`config.mk`:
```
export PLATFORM = sky130hd
export DESIGN_NAME = step_clock_controller
export DESIGN_NICKNAME = d
export VERILOG_FILES = /design/src/rtl/step_clock_pkg.sv /design/src/rtl/step_clock_controller_key_debouncer.sv /design/src/rtl/step_clock_controller.sv
export SDC_FILE = /design/constraint.sdc
export NUM_CORES = 1
export LEC_CHECK = 0
export ABC_AREA = 0
export BUFFER_PORTS_ARGS = -buffer_cell sky130_fd_sc_hd__buf_2
export CAP_MARGIN = 20
export CORE_MARGIN = 4
export CORE_UTILIZATION = 62
export DETAILED_ROUTE_END_ITERATION = 8
export PLACE_DENSITY = 0.84
export SYNTH_ARGS = -nofsm -noshare
export SYNTH_HDL_FRONTEND = slang
export SYNTH_SLANG_ARGS = --single-unit
```
`constraint.sdc`:
```
create_clock -name Clock -period 5.7 [get_ports Clock]
set_clock_uncertainty 0.2 [all_clocks]
set_input_delay 0.57 -clock Clock [delete_from_list [all_inputs] [get_ports Clock]]
set_output_delay 0.57 -clock Clock [all_outputs]
set_load 0.05 [all_outputs]
```
`src/rtl/step_clock_pkg.sv`:
```
// Shared definitions for the step-clock controller and the board displays.
// Contents: mode encodings, FSM state encoding, hex-to-segment glyph table.
package step_clock_pkg;

  // Mode input encodings
  localparam logic [1:0] MODE_SINGLE = 2'b00;
  localparam logic [1:0] MODE_FREE   = 2'b01;
  localparam logic [1:0] MODE_BURST  = 2'b10;
  localparam logic [1:0] MODE_LOCK   = 2'b11;

  typedef enum logic [1:0] {
    ST_IDLE  = 2'd0,
    ST_FREE  = 2'd1,
    ST_BURST = 2'd2
  } state_t;

  // Active-low seven-segment glyphs, bit order {g,f,e,d,c,b,a}
  localparam logic [6:0] HEX_GLYPH [16] = '{
    7'b1000000, 7'b1111001, 7'b0100100, 7'b0110000,
    7'b0011001, 7'b0010010, 7'b0000010, 7'b1111000,
    7'b0000000, 7'b0010000, 7'b0001000, 7'b0000011,
    7'b1000110, 7'b0100001, 7'b0000110, 7'b0001110
  };

endpackage

```
`src/rtl/step_clock_controller_key_debouncer.sv`:
```
// Push-button input path: 2-FF synchroniser, debouncer and press detect.
// Ports: clk, rst (sync, active-high), key (raw, active-low),
//        press (one-cycle pulse on each debounced 1->0 transition).
module key_debouncer #(
  parameter int unsigned DEBOUNCE_CYCLES = 50000
) (
  input  logic clk,
  input  logic rst,
  input  logic key,
  output logic press
);

  localparam int unsigned CNT_W = $clog2(DEBOUNCE_CYCLES + 1);

  logic             sync1;
  logic             sync2;
  logic             level;
  logic             armed;
  logic [CNT_W-1:0] cnt;

  // Debounce only after a released sample has been seen since reset, so a
  // key held through reset needs a release and a fresh press.
  always_ff @(posedge clk) begin
    if (rst) begin
      sync1 <= 1'b0;
      sync2 <= 1'b0;
      level <= 1'b1;
      armed <= 1'b0;
      cnt   <= '0;
      press <= 1'b0;
    end else begin
      sync1 <= key;
      sync2 <= sync1;
      press <= 1'b0;
      if (!armed) begin
        cnt   <= '0;
        armed <= sync2;
      end else if (sync2 == level) begin
        cnt <= '0;
      end else if (cnt == CNT_W'(DEBOUNCE_CYCLES)) begin
        level <= sync2;
        cnt   <= '0;
        press <= ~sync2;
      end else begin
        cnt <= cnt + CNT_W'(1);
      end
    end
  end

endmodule

```
`src/rtl/step_clock_controller.sv`:
```
// Step-clock generator: single-step, free-run and burst step enables.
// Ports: Clock, Reset (sync, active-high), StepKey (raw, active-low),
//        Mode, Period, BurstLen, Halt in; StepEn (combinational pulse),
//        Busy, StepCount, HEX (active-low, digit i at [7i+6:7i]) out.
module step_clock_controller
  import step_clock_pkg::*;
#(
  parameter int unsigned DEBOUNCE_CYCLES = 50000,
  parameter int unsigned DIV_W           = 26,
  parameter int unsigned BURST_W         = 8,
  parameter int unsigned NDIGITS         = 4
) (
  input  logic                   Clock,
  input  logic                   Reset,
  input  logic                   StepKey,
  input  logic [1:0]             Mode,
  input  logic [DIV_W-1:0]       Period,
  input  logic [BURST_W-1:0]     BurstLen,
  input  logic                   Halt,
  output logic                   StepEn,
  output logic                   Busy,
  output logic [4*NDIGITS-1:0]   StepCount,
  output logic [7*NDIGITS-1:0]   HEX
);

  localparam int unsigned CNT_W = 4 * NDIGITS;

  logic               press;
  state_t             state;
  state_t             state_next;
  logic [DIV_W-1:0]   div_cnt;
  logic [DIV_W-1:0]   period_lat;
  logic [DIV_W-1:0]   period_eff;
  logic [BURST_W-1:0] remaining;
  logic               tick;
  logic               step;
  logic               load_rem;
  logic               dec_rem;

  key_debouncer #(
    .DEBOUNCE_CYCLES(DEBOUNCE_CYCLES)
  ) u_key (
    .clk  (Clock),
    .rst  (Reset),
    .key  (StepKey),
    .press(press)
  );

  assign period_eff = (Period == '0) ? DIV_W'(1) : Period;
  assign tick       = (state != ST_IDLE) && (div_cnt == period_lat - DIV_W'(1));
  assign StepEn     = step;

  // Next-state and step decision; Halt overrides everything
  always_comb begin
    state_next = state;
    step       = 1'b0;
    load_rem   = 1'b0;
    dec_rem    = 1'b0;
    if (Halt) begin
      state_next = ST_IDLE;
    end else begin
      case (state)
        ST_IDLE: begin
          if (press) begin
            case (Mode)
              MODE_SINGLE: step = 1'b1;
              MODE_FREE:   state_next = ST_FREE;
              MODE_BURST: begin
                if (BurstLen != '0) begin
                  state_next = ST_BURST;
                  load_rem   = 1'b1;
                end
              end
              default: ;
            endcase
          end
        end
        ST_FREE: begin
          step = tick;
          if (press || (Mode != MODE_FREE)) state_next = ST_IDLE;
        end
        ST_BURST: begin
          step = tick;
          if (tick) begin
            dec_rem = 1'b1;
            if (remaining == BURST_W'(1)) state_next = ST_IDLE;
          end
          if (press) state_next = ST_IDLE;
        end
        default: state_next = ST_IDLE;
      endcase
    end
  end

  // State, divider, burst and step counters; the period is latched at each
  // divider restart so a new Period applies from the next restart.
  always_ff @(posedge Clock) begin
    if (Reset) begin
      state      <= ST_IDLE;
      div_cnt    <= '0;
      period_lat <= '0;
      remaining  <= '0;
      Busy       <= 1'b0;
      StepCount  <= '0;
    end else begin
      state <= state_next;
      Busy  <= (state_next != ST_IDLE);
      if ((state == ST_IDLE) || (state_next != state) || tick) begin
        div_cnt    <= '0;
        period_lat <= period_eff;
      end else begin
        div_cnt <= div_cnt + DIV_W'(1);
      end
      if (load_rem) begin
        remaining <= BurstLen;
      end else if (dec_rem) begin
        remaining <= remaining - BURST_W'(1);
      end
      if (step) StepCount <= StepCount + CNT_W'(1);
    end
  end

  // Registered glyph decode, one per digit
  for (genvar g = 0; g < int'(NDIGITS); g++) begin : g_digit
    logic [6:0] seg;
    always_ff @(posedge Clock) begin
      if (Reset) seg <= HEX_GLYPH[0];
      else       seg <= HEX_GLYPH[StepCount[4*g +: 4]];
    end
    assign HEX[7*g +: 7] = seg;
  end

endmodule
```
==> impl_metrics.tcl, run 1 <==
set metrics [dict create \
    ir_drop_mv 0.198 \
    finalHoldViolCount 0 \
    fmax_ghz 0.221 \
    max_slew_margin_pct 31.7 \
    cp-end-kind "primary output" \
    grt.total_usage_pct 26.9 \
    required_ns 4.93 \
    rsz0062_at_grt "no" \
    fp-row-count 39 \
    grt_pass1_vias 6112 \
    cts_buffers 17 \
    final_nets 1054 \
    setup_viol 0 \
    first_iter_violations 635 \
    cts_root_buf "clkbuf_16" \
    crit_chain "or4_1, or4_4, xnor2_1, nand4_1, nor4_2, nand4_1, nand2_1, buf_2" \
    pre_cts_ws_ns 1.54 \
    synthCells 923 \
    fp.dieW_microns 117 \
    synth-seq-cells 128 \
    start_util_pct 64.0 \
    io_buffers 85 \
    max-cap-violations 0 \
    synth_edf_count 0 \
    yosysWarningCount 0 \
    postSynthAreaPerCell_sq_um 8.01 \
    postRouteAntennaNets 0 \
    insertion_delay_ns 0.43 \
    wl_per_cell_microns 15.6 \
    first_pass_iters 5 \
    tns_ns 0 \
    clk_pin_slew_ns 0.06 \
    critPathMaxStageDelay_ns 0.70 \
    cts_tree "done" \
    dp_cells 1101 \
    power_density_nw_per_um2 261 \
    yosys.area.top_type "dfxtp_1" \
    grt_max_degree 65 \
    grt_overflow 0 \
    mappedNetlistArea_sq_um 7400 \
    wl_microns 17700 \
    cpMostUsedCell "nand4_1" \
    ctsResizeCount 0 \
    slew_viol_final 0 \
    synth.distinct_cells 64 \
    cellLeakagePower_nw 3.25 \
    cts_hold_buffers 0 \
    layout_setup_ws_ns 1.18 \
    synth.most_common_cell "nor2_1" \
    worstSetupPathType "reg -> out" \
    crit_slowest_cell "or4_1" \
    period_minus_slack_ns 4.52 \
    grt_pass1_wl_microns 29400 \
    outcome "finished clean" \
    synth_nets 1000 \
    postCtsSetupRepairBufs 0 \
    p_total_mw 2.20 \
    drive_gt1_share_pct 14.9 \
    gp_congestion 0.968 \
    area_growth_pct 14.1 \
    clock_sinks 128 \
    vias_per_cell 6.00 \
    crit_fanout 10 \
    yosysSeqAreaShare_pct 34.6 \
    num_vias 6796 \
    startpoint_type "flip-flop" \
    timing.final.crit_share_pct 79.2 \
    yosysTopAreaCellShare_pct 34.6 \
    top_level_ports 86 \
    hpwlAfterDp_microns 12400 \
    worst_pin_slew_ns 1.02 \
    async_flop_share_pct 0 \
    ys.flop_type "dfxtp_1" \
    synth_area_leaders "dfxtp_1, nor2_1, ha_1" \
    antenna_found_initial 0 \
    arrival_ns 3.75 \
    drc 0 \
    cts_buffer_depth 2 \
    htreeDepth 4 \
    ys_top_cells_by_count "nor2_1, dfxtp_1, a21oi_1, nand2_1, nand3_1" \
    core_area_sq_um 11600 \
    diodes 0 \
    dieArea_sq_um 13700 \
    die_h_microns 117 \
    layout.cells.non_filler 1133 \
    min_path_type "in -> reg" \
]
==> metal layers <==
metal / up-vias / share of wire, % / global-route usage (%)
met5: - / 0 / 0
met4: 0 / 1.8 / 10.8
met3: 27 / 7.5 / 5.55
met2: 245 / 43 / 39.0
met1: 3144 / 47 / 38.9
li1: 3380 / - / -
==> cell type report <==
type                    instances  area, sq um
multi-input cells             704         4470
fillers                       897         3130
flip-flops and latches        128         2560
clock buffers                  20          457
repair buffers                 89          455
clock inverters                12          179
well taps                     143          179
inverters                      37          139
==> through the flow <==
step | utilization [%] | hold slack (ns) | area, sq um
finish | 73.0 | 0.151 | 8440
global route | 73.0 | 0.167 | 8440
CTS | 73.0 | 0.129 | 8440
detailed placement | 67.5 | 0.240 | 7800
global placement | 67.5 | 0.225 | 7800
floorplan | - | 0.214 | 7400
==> worst max-delay path: cells and delay by family, from the launching register on <==
kind | cells | cell delay, ns
xor+xnor | 1 | 0.23
buf+inv | 1 | 0.28
flops | 1 | 0.35
simple gates | 6 | 2.47
==> cell usage in the layout (no fill, tap or decap), types with 3 or more instances in the layout <==
cell and instances:
nor2_1 130, nor4_1 16, inv_1 37, or3_1 9, o311ai_0 3, o21ai_0 46, buf_2 85, nor2b_1 17
nand3_1 58, or4_1 12, and3_1 13, a32oi_1 4, o211ai_1 4, xnor2_1 39, ha_1 37, and2_1 4
bufinv_16 4, and4_1 6, nor3_1 15, a311oi_1 8, mux2i_1 8, dfxtp_1 128, a21oi_1 64, clkinvlp_4 3
nand4_1 24, a211oi_1 14, nor4b_1 4, nand2b_1 9, clkbuf_16 17, a221o_1 4, xor2_1 32, nand2_1 62
o2111ai_1 3, mux2_2 17, inv_6 3, buf_4 4, a31oi_1 6
==> worst paths after layout <==
path,from,end,slack (ns),cells after the start
max,period_lat[0]$_SDFFE_PP0P_,StepEn,1.18,8
max reg2reg,period_lat[0]$_SDFFE_PP0P_,StepCount[4]$_SDFFE_PP0P_,1.49,8
min,StepKey,u_key.sync1$_SDFF_PP0_,0.15,2
min reg2reg,u_key.sync1$_SDFF_PP0_,u_key.sync2$_SDFF_PP0_,0.27,1
==> sequential cells by signal, indices dropped and copies added, names as in the netlist <==
register,flops
remaining,8
u_key.cnt,16
div_cnt,26
u_key.sync1,1
u_key.press,1
u_key.sync2,1
u_key.armed,1
state,2
g_digit.seg,28
Busy,1
StepCount,16
u_key.level,1
period_lat,26
==> report_power, final <==
group / internal, mW / switching, mW / leakage (nW) / total, mW
registers: 0.906 / 0.0162 / 1.04 / 0.923
logic: 0.0475 / 0.0702 / 1.91 / 0.118
clock network: 0.756 / 0.404 / 0.303 / 1.16
total: 1.71 / 0.490 / 3.25 / 2.20
==> kinds of logic after synthesis <==
logic type / Yosys count / synth area share, %
DFF: 128 / 34.6
muxes: 25 / 3.67
buffers and inverters: 91 / 4.97
xor gates and xnor gates: 71 / 8.41
AOI/OAI and AO/OA: 176 / 15.1
and+or+nand+nor: 395 / 27.0
adders and majority gates: 37 / 6.26
No activity file was read; power rests on OpenSTA's default activity.
==> inputs of run 2 (changes only) <==
--- a/config.mk
+++ b/config.mk
@@ -9,9 +9,9 @@
 export BUFFER_PORTS_ARGS = -buffer_cell sky130_fd_sc_hd__buf_2
 export CAP_MARGIN = 20
 export CORE_MARGIN = 4
-export CORE_UTILIZATION = 62
+export CORE_UTILIZATION = 53
 export DETAILED_ROUTE_END_ITERATION = 8
-export PLACE_DENSITY = 0.84
+export PLACE_DENSITY = 0.76
 export SYNTH_ARGS = -nofsm -noshare
 export SYNTH_HDL_FRONTEND = slang
 export SYNTH_SLANG_ARGS = --single-unit
==> constraint.sdc (replaced) <==
create_clock -name Clock -period 3.8 [get_ports Clock]
set_clock_uncertainty 0.2 [all_clocks]
set_input_delay 0.38 -clock Clock [delete_from_list [all_inputs] [get_ports Clock]]
set_output_delay 0.38 -clock Clock [all_outputs]
set_load 0.05 [all_outputs]
==> impl_metrics.tcl, run 2 (synthesis gave the netlist of run 1 again) <==
set metrics [dict create \
    vias_per_cell 5.77 \
    num_vias 6850 \
    stdcell_area_sq_um 8670 \
    grt.total_usage_pct 21.8 \
    cellLeakagePower_nw 3.35 \
    die_h_microns 126 \
    worstSetupPathType "reg -> out" \
    p_comb_share_pct 6.8 \
    tns_ns 0 \
    grt_pass1_wl_microns 29100 \
    clkPwrFrac_pct 48.2 \
    first_pass_iters 5 \
    n_fill_cell 1209 \
    p_total_mw 3.07 \
    period_minus_slack_ns 3.73 \
    reg_top3 "g_digit.seg (28), div_cnt (26), period_lat (26)" \
    cts_tree "done" \
    gp_congestion 0.922 \
    grt_pass1_vias 6130 \
    final_nets 1076 \
    crit_fanout 5 \
    power_density_nw_per_um2 354 \
    place_area_sq_um 7960 \
    fp-row-count 42 \
    fp.dieW_microns 126 \
    largest_register_ffs 28 \
    required_ns 3.22 \
    rsz0062_at_grt "yes" \
    htreeDepth 4 \
    drive_gt1_share_pct 18.2 \
    postRouteAntennaNets 0 \
    insertion_delay_ns 0.42 \
    hpwlAfterDp_microns 12400 \
    startpoint_type "flip-flop" \
    setup_viol 0 \
    arrival_ns 3.15 \
    slew_viol_final 0 \
    clk_pin_slew_ns 0.06 \
    seqPwrFrac_pct 45.0 \
    outcome "finished clean" \
    top_level_ports 86 \
    min_path_type "in -> reg" \
    diodes 0 \
    drc 0 \
    max-cap-violations 0 \
    cts_root_buf "clkbuf_16" \
    cts_buffers 17 \
    dieArea_sq_um 15900 \
    clock_sinks 128 \
    start_util_pct 55.0 \
    cp-end-kind "primary output" \
    io_buffers 85 \
    fmax_ghz 0.268 \
    grt_overflow 0 \
    final_common_cell "nor2_1" \
    ir_drop_mv 0.280 \
    switching_share_pct 24.6 \
    antenna_found_initial 0 \
    worst_pin_slew_ns 0.995 \
    wl_microns 17700 \
    cts_buffer_depth 2 \
    grt_max_degree 96 \
    p_int_mw 2.31 \
    core_area_sq_um 13500 \
    max_slew_margin_pct 33.7 \
    first_iter_violations 500 \
    timing.final.crit_share_pct 98.1 \
    regMostFlops "g_digit.seg" \
    wl_per_cell_microns 14.9 \
    p_switching_mw 0.756 \
    final_cell_mix "nor2_1, dfxtp_1, buf_2, a21oi_1, nand2_1" \
    area_growth_pct 17.3 \
    finalHoldViolCount 0 \
]
## run 2: cell types whose count changed in the layout (fill, tap and decap cells not counted), sizes merged, moves of 2 or more
| cell | delta |
|---|---|
| buf | +20 |
| bufinv | -4 |
| clkinvlp | +2 |
| clkinv | +4 |
| dlygate4sd3 | +2 |
## run 2: critical path, cell delays in order, from the launching register on
cell	delay [ns]
dfxtp_4	0.34
or4_4	0.56
or4_4	0.61
o41a_1	0.49
o22ai_4	0.22
a211oi_4	0.08
nand4_1	0.17
nand2_1	0.11
buf_6	0.16
## run 2: area by class of cell
cell class	count	area, sq um	area share, %
Sequential cell	128	2570	29.6
Timing Repair Buffer	111	646	7.44
Clock inverter	13	88.8	1.02
Multi-Input combinational cell	704	4560	52.5
Tap cell	176	220	2.54
Inverter	37	139	1.60
Clock buffer	19	453	5.22
## run 2: timing repair
item / in CTS / in global routing
gates cloned: 0 / 1
gates resized for setup: 6 / 17
hold buffers: 2 / 0
pin swaps: 4 / 13
setup buffers: 2 / 3
endpoints found under the hold margin: 2 / 0
setup endpoints to repair: 1 / 1
## run 2: per-layer routing
layer | share of wire (%) | track usage [%] | wire, microns | vias to the layer above
li1 | - | - | - | 3418
met1 | 47 | 30.1 | 8380 | 3194
met2 | 45 | 33.6 | 7910 | 202
met3 | 5.9 | 4.78 | 1050 | 36
met4 | 2.1 | 7.82 | 370 | 0
met5 | 0 | 0 | 0 | -
## run 2: worst paths after layout
| check | start | to | slack, ns | depth (start not counted) |
|---|---|---|---|---|
| worst min register to register | u_key.sync1$_SDFF_PP0_ | u_key.sync2$_SDFF_PP0_ | 0.27 | 1 |
| worst max register to register | period_lat[2]$_SDFFE_PP0P_ | remaining[7]$_SDFFE_PP0P_ | 0.31 | 11 |
| worst max-delay path | period_lat[2]$_SDFFE_PP0P_ | StepEn | 0.07 | 8 |
| worst min-delay path | Period[21] | period_lat[21]$_SDFFE_PP0P_ | 0.03 | 3 |
## run 2: through the flow
| step | instances | utilization, % | setup slack, ns | hold slack, ns |
|---|---|---|---|---|
| global placement | 1148 | 59.2 | 0.203 | 0.244 |
| detailed placement | 1148 | 59.2 | 0.118 | 0.258 |
| finish | 1188 | 64.5 | 0.0737 | 0.0282 |
| global route | 1188 | 64.5 | -0.0167 | 0.0346 |
| floorplan | 923 | - | 0.149 | 0.214 |
| CTS | 1184 | 63.7 | 0.00315 | 0.0187 |
## run 2: power by group through the flow
| stage | combinational [mW] | sequential, mW | clock (mW) |
|---|---|---|---|
| floorplan | 0.129 | 1.40 | 0 |
| global placement | 0.183 | 1.41 | 0 |
| detailed placement | 0.184 | 1.41 | 0 |
| CTS | 0.190 | 1.38 | 1.50 |
| global route | 0.232 | 1.38 | 1.56 |
| finish | 0.209 | 1.38 | 1.48 |
